[src/rtl/flash_pkg.sv]
// Shared opcodes, mode encodings and FSM state encoding for the flash erase engine.
package flash_pkg;

  localparam logic [7:0] OP_WREN = 8'h06;
  localparam logic [7:0] OP_SE   = 8'hD8;
  localparam logic [7:0] OP_SSE  = 8'h20;
  localparam logic [7:0] OP_BE   = 8'hC7;
  localparam logic [7:0] OP_RDSR = 8'h05;

  localparam logic [1:0] MODE_SECTOR    = 2'b00;
  localparam logic [1:0] MODE_SUBSECTOR = 2'b01;
  localparam logic [1:0] MODE_BULK      = 2'b10;
  localparam logic [1:0] MODE_RSVD      = 2'b11;

  // One-hot so that each pin-level output decodes from a single state flop.
  typedef enum logic [7:0] {
    ST_IDLE  = 8'b0000_0001,
    ST_WREN  = 8'b0000_0010,
    ST_GAP_A = 8'b0000_0100,
    ST_ERASE = 8'b0000_1000,
    ST_GAP_B = 8'b0001_0000,
    ST_POLL  = 8'b0010_0000,
    ST_GAP_P = 8'b0100_0000,
    ST_FIN   = 8'b1000_0000
  } state_e;

  // Longest frame: erase opcode plus address, or the 16-bit status read.
  function automatic int frame_max_bits(input int addr_bytes);
    return (8 + 8 * addr_bytes > 16) ? (8 + 8 * addr_bytes) : 16;
  endfunction

endpackage

[src/rtl/spi_shift_engine.sv]
// SPI mode-0 shifter: sends nbits of a left-aligned tx vector MSB first and
// shifts miso into rx on every rising sck edge.
module spi_shift_engine #(
  parameter int CLK_DIV  = 2,
  parameter int MAX_BITS = 32,
  parameter int RX_W     = 8
) (
  input  logic                          clk,
  input  logic                          rst_n,
  input  logic                          load,
  input  logic [$clog2(MAX_BITS+1)-1:0] nbits,
  input  logic [MAX_BITS-1:0]           tx,
  input  logic                          miso,
  output logic                          sck,
  output logic                          mosi,
  output logic [RX_W-1:0]               rx,
  output logic                          frame_done
);

  localparam int NB_W  = $clog2(MAX_BITS + 1);
  localparam int DIV_W = (CLK_DIV > 1) ? $clog2(CLK_DIV) : 1;
  localparam logic [DIV_W-1:0] DIV_LAST = DIV_W'(CLK_DIV - 1);

  logic                active_q, active_d;
  logic                sck_q, sck_d;
  logic [DIV_W-1:0]    div_q, div_d;
  logic [NB_W-1:0]     bit_q, bit_d;
  logic [NB_W-1:0]     nbits_q, nbits_d;
  logic [MAX_BITS-1:0] tx_q, tx_d;
  logic [RX_W-1:0]     rx_q, rx_d;

  // Divider walks each half-bit; sck rises mid-bit, falls (and shifts) at bit end.
  always_comb begin
    active_d   = active_q;
    sck_d      = sck_q;
    div_d      = div_q;
    bit_d      = bit_q;
    nbits_d    = nbits_q;
    tx_d       = tx_q;
    rx_d       = rx_q;
    frame_done = 1'b0;
    if (load) begin
      active_d = 1'b1;
      sck_d    = 1'b0;
      div_d    = '0;
      bit_d    = '0;
      nbits_d  = nbits;
      tx_d     = tx;
    end else if (active_q) begin
      if (div_q == DIV_LAST) begin
        div_d = '0;
        if (!sck_q) begin
          sck_d = 1'b1;
          rx_d  = (rx_q << 1) | RX_W'(miso);
        end else begin
          sck_d = 1'b0;
          tx_d  = tx_q << 1;
          bit_d = bit_q + NB_W'(1);
          if (bit_q == nbits_q - NB_W'(1)) begin
            active_d   = 1'b0;
            frame_done = 1'b1;
          end
        end
      end else begin
        div_d = div_q + DIV_W'(1);
      end
    end
  end

  // Control state: cleared by reset so a frame aborts at once.
  always_ff @(posedge clk or negedge rst_n) begin
    if (!rst_n) begin
      active_q <= 1'b0;
      sck_q    <= 1'b0;
      div_q    <= '0;
      bit_q    <= '0;
      nbits_q  <= '0;
    end else begin
      active_q <= active_d;
      sck_q    <= sck_d;
      div_q    <= div_d;
      bit_q    <= bit_d;
      nbits_q  <= nbits_d;
    end
  end

  // Shift data: always reloaded before use, so no reset.
  always_ff @(posedge clk) begin
    tx_q <= tx_d;
    rx_q <= rx_d;
  end

  assign sck  = sck_q;
  assign mosi = active_q & tx_q[MAX_BITS-1];
  assign rx   = rx_q;

endmodule

[src/rtl/flash_erase_ctrl.sv]
// SPI-flash erase sequencer: WREN, erase command, then RDSR polling until WIP
// clears or the poll limit is reached.
module flash_erase_ctrl
  import flash_pkg::*;
#(
  parameter int CLK_DIV    = 2,
  parameter int ADDR_BYTES = 3,
  parameter int CS_GAP     = 6,
  parameter int MAX_POLLS  = 65535
) (
  input  logic                    sys_clk,
  input  logic                    sys_rst_n,
  input  logic                    start,
  input  logic [1:0]              mode,
  input  logic [8*ADDR_BYTES-1:0] addr,
  output logic                    busy,
  output logic                    done,
  output logic                    err,
  output logic                    sck,
  output logic                    cs_n,
  output logic                    mosi,
  input  logic                    miso
);

  localparam int ADDR_W = 8 * ADDR_BYTES;
  localparam int MAXB   = frame_max_bits(ADDR_BYTES);
  localparam int NB_W   = $clog2(MAXB + 1);
  localparam int GAP_W  = (CS_GAP > 1) ? $clog2(CS_GAP) : 1;
  localparam int PC_W   = $clog2(MAX_POLLS + 1);
  localparam logic [GAP_W-1:0] GAP_LAST = GAP_W'(CS_GAP - 1);

  state_e            state_q, state_d;
  logic [1:0]        mode_q, mode_d;
  logic [ADDR_W-1:0] addr_q, addr_d;
  logic              err_q, err_d;
  logic [GAP_W-1:0]  gap_q, gap_d;
  logic [PC_W-1:0]   poll_q, poll_d;
  logic [PC_W-1:0]   poll_inc;
  logic              gap_last;

  logic              eng_load;
  logic [NB_W-1:0]   eng_nbits;
  logic [MAXB-1:0]   eng_tx;
  logic [0:0]        eng_rx;
  logic              frame_done;

  // Only the final status bit (WIP) is needed, so the rx register is one bit.
  spi_shift_engine #(
    .CLK_DIV  (CLK_DIV),
    .MAX_BITS (MAXB),
    .RX_W     (1)
  ) u_engine (
    .clk        (sys_clk),
    .rst_n      (sys_rst_n),
    .load       (eng_load),
    .nbits      (eng_nbits),
    .tx         (eng_tx),
    .miso       (miso),
    .sck        (sck),
    .mosi       (mosi),
    .rx         (eng_rx),
    .frame_done (frame_done)
  );

  assign gap_last = (gap_q == GAP_LAST);

  // Next-state logic; each frame is loaded one cycle ahead so its first bit
  // starts on the same cycle cs_n falls.
  always_comb begin
    state_d   = state_q;
    mode_d    = mode_q;
    addr_d    = addr_q;
    err_d     = err_q;
    gap_d     = gap_q;
    poll_d    = poll_q;
    poll_inc  = poll_q + PC_W'(1);
    eng_load  = 1'b0;
    eng_nbits = NB_W'(8);
    eng_tx    = '0;
    case (state_q)
      ST_IDLE: begin
        if (start) begin
          mode_d = mode;
          addr_d = addr;
          poll_d = '0;
          if (mode == MODE_RSVD) begin
            err_d   = 1'b1;
            state_d = ST_FIN;
          end else begin
            err_d              = 1'b0;
            state_d            = ST_WREN;
            eng_load           = 1'b1;
            eng_tx[MAXB-1 -: 8] = OP_WREN;
          end
        end
      end
      ST_WREN: begin
        if (frame_done) begin
          gap_d   = '0;
          state_d = ST_GAP_A;
        end
      end
      ST_GAP_A: begin
        if (gap_last) begin
          state_d  = ST_ERASE;
          eng_load = 1'b1;
          case (mode_q)
            MODE_BULK: eng_tx[MAXB-1 -: 8] = OP_BE;
            MODE_SUBSECTOR: begin
              eng_tx[MAXB-1 -: 8+ADDR_W] = {OP_SSE, addr_q};
              eng_nbits                 = NB_W'(8 + ADDR_W);
            end
            default: begin
              eng_tx[MAXB-1 -: 8+ADDR_W] = {OP_SE, addr_q};
              eng_nbits                 = NB_W'(8 + ADDR_W);
            end
          endcase
        end else begin
          gap_d = gap_q + GAP_W'(1);
        end
      end
      ST_ERASE: begin
        if (frame_done) begin
          gap_d   = '0;
          state_d = ST_GAP_B;
        end
      end
      ST_GAP_B, ST_GAP_P: begin
        if (gap_last) begin
          state_d             = ST_POLL;
          eng_load            = 1'b1;
          eng_nbits           = NB_W'(16);
          eng_tx[MAXB-1 -: 8] = OP_RDSR;
        end else begin
          gap_d = gap_q + GAP_W'(1);
        end
      end
      ST_POLL: begin
        if (frame_done) begin
          if (!eng_rx[0]) begin
            err_d   = 1'b0;
            state_d = ST_FIN;
          end else if (poll_inc == PC_W'(MAX_POLLS)) begin
            poll_d  = poll_inc;
            err_d   = 1'b1;
            state_d = ST_FIN;
          end else begin
            poll_d  = poll_inc;
            gap_d   = '0;
            state_d = ST_GAP_P;
          end
        end
      end
      ST_FIN:  state_d = ST_IDLE;
      default: state_d = ST_IDLE;
    endcase
  end

  // Control registers with asynchronous reset.
  always_ff @(posedge sys_clk or negedge sys_rst_n) begin
    if (!sys_rst_n) begin
      state_q <= ST_IDLE;
      err_q   <= 1'b0;
      gap_q   <= '0;
      poll_q  <= '0;
    end else begin
      state_q <= state_d;
      err_q   <= err_d;
      gap_q   <= gap_d;
      poll_q  <= poll_d;
    end
  end

  // Latched request data, only meaningful after an accept.
  always_ff @(posedge sys_clk) begin
    mode_q <= mode_d;
    addr_q <= addr_d;
  end

  assign cs_n = !((state_q == ST_WREN) || (state_q == ST_ERASE) || (state_q == ST_POLL));
  assign busy = (state_q != ST_IDLE) && (state_q != ST_FIN);
  assign done = (state_q == ST_FIN);
  assign err  = err_q;

endmodule

[config.mk]
export PLATFORM = sky130hd
export DESIGN_NAME = flash_erase_ctrl
export DESIGN_NICKNAME = d
export VERILOG_FILES = /design/src/rtl/flash_pkg.sv /design/src/rtl/spi_shift_engine.sv /design/src/rtl/flash_erase_ctrl.sv
export SDC_FILE = /design/constraint.sdc
export NUM_CORES = 1
export LEC_CHECK = 0
export ABC_AREA = 1
export BUFFER_PORTS_ARGS = -buffer_cell sky130_fd_sc_hd__buf_2
export CAP_MARGIN = 5
export CORE_MARGIN = 1
export CORE_UTILIZATION = 49
export DETAILED_ROUTE_END_ITERATION = 16
export GPL_TIMING_DRIVEN = 0
export MAX_ROUTING_LAYER = met4
export PLACE_DENSITY = 0.75
export SLEW_MARGIN = 10
export SYNTH_ARGS = -nofsm -noshare
export SYNTH_HDL_FRONTEND = slang
export SYNTH_SLANG_ARGS = --single-unit
[constraint.sdc]
create_clock -name sys_clk -period 2.3 [get_ports sys_clk]
set_input_delay 0.115 -clock sys_clk [delete_from_list [all_inputs] [get_ports sys_clk]]
set_output_delay 0.115 -clock sys_clk [all_outputs]
set_load 0.02 [all_outputs]
==> run_results.csv <==
group,metric,value,unit
run_status,outcome,"finished clean",
die,die-height,102,um
detailed_routing,ant_nets,0,
die,design.core.area,9420,sq um
synth,ys_warn_count,0,
critical_path,crit_required,2.38,ns
pwr,power_density,1030,nW/um^2
final_layout,area_growth,18.1,%
critical_path,crit_fanout,25,
detailed_routing,viasPerCell,5.32,
pwr,ir_drop,0.579,mV
detailed_routing,finalWirelength,9.75,mm
sta,period_needed,2.07,ns
synth,synthCells,485,
detailed_routing,wl_per_cell,14.1,um
detailed_routing,drc,0,
clock_network,numCtsBuffers,9,
grt,grt_use_total,21.3,%
placement,io_buffers,35,
pwr,p_leak,0.00241,uW
synth,syn_nets,525,
critical_path,critPathLaunchType,"register",
grt,antenna_found_initial,0,
synth,syn_avg_cell_area,10.0,sq um
synth,synth.area.top_cells,"edfxtp_1 (36%), dfrtp_1 (20%), nand2_1 (8.6%)",
sta,clock_skew,0.0204,ns
critical_path,r2r_start,"state_q[3]",
grt,globalRouteOverflowTotal,0,
clock_network,cts_sinks,99,
synth,yosysUniqueCellTypes,39,
worst_hold_path,worstHoldPathType,"in -> reg",
final_layout,drive_above_1_share,16.5,%
detailed_routing,drtIter0Drc,194,
detailed_routing,dr.pass1.iters,4,
synth,yosysSeqAreaShare,57.1,%
die,num_rows,35,
grt,grt_pass1_wl,16.3,mm
placement,place.gp.congestion,0.903,
synth,synth_top_area_share,36.5,%
synth,yosysTopAreaCell,"edfxtp_1",
sta,fmax,482,MHz
sta,period_share,90.2,%
grt,grt_max_degree,41,
placement,post-place-cells,650,
synth,syn_area,4850,sq um
die,die_area,10300,sq um
synth,synth-edff-count,59,
final_layout,fin_cells,694,
critical_path,r2r_slack,0.23,ns
detailed_routing,vias,3693,
clock_network,cts_tree,"yes",
synth,synth_ff_type,"edfxtp_1",
grt,grt_pass1_vias,3618,
placement,hpwl,6.40,mm
critical_path,critPathCaptureType,"register",
die,io_pins,36,
sta,slew_headroom,38.7,%
run,maxCapViolations,0,
sta,finalSetupViolCount,0,
clock_network,path_clk_slew,0.11,ns
die,start_util,51.6,%
sta,tightest_slew,0.919,ns
critical_path,rr_endpoint,"u_engine.tx_q[4]",
clock_network,cts_buffer_depth,2,
synth,ys_ff_latch,99,
die,die_w,102,um
final_layout,n_antenna_cell,0,
final_layout,nNetsFinal,600,
clock_network,cts-root-buf,"clkbuf_8",
critical_path,crit_arrival,2.15,ns
pwr,report.power.total,5910,uW
worst_hold_path,worstHoldEndpoint,"state_q[0]",
worst_hold_path,min_path_cells,4,
worst_hold_path,hold_start,"start",
synth,async_flop_share,40.4,%
clock_network,htree_levels,3,
critical_path,critPathKind,"reg -> reg",
clock_network,clkLatencyLatePin,0.38,ns
critical_path,ff2ff_path_depth,8,
sta,finalMaxSlewViolations,0,
sta,hold_viol,0,
cells by family after synthesis:
kind of cell,Yosys count,share of synthesized area (%)
and+or+nand+nor,226,22.5
DFF,99,57.1
adders and majority gates,10,2.58
xor gates and xnor gates,8,1.44
AOI/OAI and AO/OA,71,10.4
buffers and inverters,71,5.98
worst max-delay path by stage:
stage / from / endpoint / slack [ns]
finish: state_q[3] / u_engine.tx_q[4] / 0.23
global route: poll_q[0] / gap_q[0] / -0.02
CTS: state_q[0] / addr_q[5] / 0.04
detailed placement: state_q[0] / addr_q[7] / 0.06
global placement: state_q[3] / u_engine.bit_q[2] / -0.26
floorplan: u_engine.sck / u_engine.bit_q[2] / 0.19
cell usage after synthesis, types with 5 or more instances:
cell	instances
ha_1	10
nor2_2	5
nand3_1	34
nor2_1	36
nand2_1	111
inv_1	56
dfrtp_1	39
o21ai_1	15
xor2_1	6
nor2_4	8
a21oi_1	5
o21ai_0	17
edfxtp_1	59
a32o_1	23
nand4_1	13
area by class of cell:
type                            count  area (sq um)
Timing Repair Buffer               64           483
Clock inverter                      7          88.8
Tap cell                          129           161
Buffer                             11          65.1
Fill cell                         762          3680
Multi-Input combinational cell    315          1810
Inverter                           60           225
Sequential cell                    99          2770
Clock buffer                        9           124
registers in the layout (all words and copies together) (netlist names):
name / flops
u_engine.rx: 1
u_engine.active_q: 1
u_engine.bit_q: 6
state_q: 8
u_engine.sck: 1
gap_q: 3
u_engine.tx_q: 32
poll_q: 16
mode_q: 2
u_engine.nbits_q: 3
u_engine.div_q: 1
addr_q: 24
err: 1
per-stage QoR:
step           utilization (%)  TNS, ns  area [sq um]  hold WS, ns  setup WS (ns)
4_1_cts                   60.8        0          5720       0.0400         0.0366
2_1_floorplan                -        0          4860       -0.181          0.186
3_5_place_dp              55.5        0          5230        0.293         0.0618
6_report                  60.9        0          5730       0.0625          0.226
5_1_grt                   60.9  -0.0188          5730       0.0899        -0.0188
3_3_place_gp              55.2    -2.52          5190        0.291         -0.258
per-layer routing:
metal  vias up  wire length, um  global-route usage (%)
met4         0              129                    8.03
met5         -                0                       -
met3        13              424                    3.31
met2        98             4940                    36.6
li1       1826                -                       -
met1      1756             4260                    25.1
cell usage in the layout, fill, tap and decap left out, drive strengths merged, types with 2 or more instances in the layout:
| cell type | instances |
|---|---|
| inv | 63 |
| buf | 43 |
| dfrtp | 39 |
| xnor2 | 2 |
| a21oi | 5 |
| nand4 | 14 |
| nor3 | 6 |
| nor2 | 49 |
| nand3b | 2 |
| clkbuf | 13 |
| edfxtp | 59 |
| clkinv | 4 |
| nand3 | 39 |
| ha | 10 |
| o31ai | 3 |
| xor2 | 6 |
| a32o | 23 |
| dlygate4sd3 | 28 |
| nand2 | 115 |
| o21ai | 34 |
worst max-delay path, cell delays in order, from the launching register on:
cell and delay [ns]:
dfrtp_1 0.44, nor2_4 0.16, nand2_1 0.09, nor2_1 0.20
nand2_2 0.15, nand3_4 0.16, inv_2 0.11, o21ai_4 0.21
buf_16 0.24
what timing repair did:
| item | in CTS | in global routing |
|---|---|---|
| resized for setup | 0 | 1 |
| endpoints found under the hold margin | 66 | 0 |
| setup endpoints to repair | 0 | 4 |
| hold buffers | 28 | 0 |
| setup buffers | 0 | 0 |
report_power, final:
group | switching, uW | total [uW] | internal, uW
Clock | 710 | 1150 | 442
Combinational | 1150 | 1850 | 702
Sequential | 251 | 2900 | 2650
No activity file was read; power rests on OpenSTA's default activity.
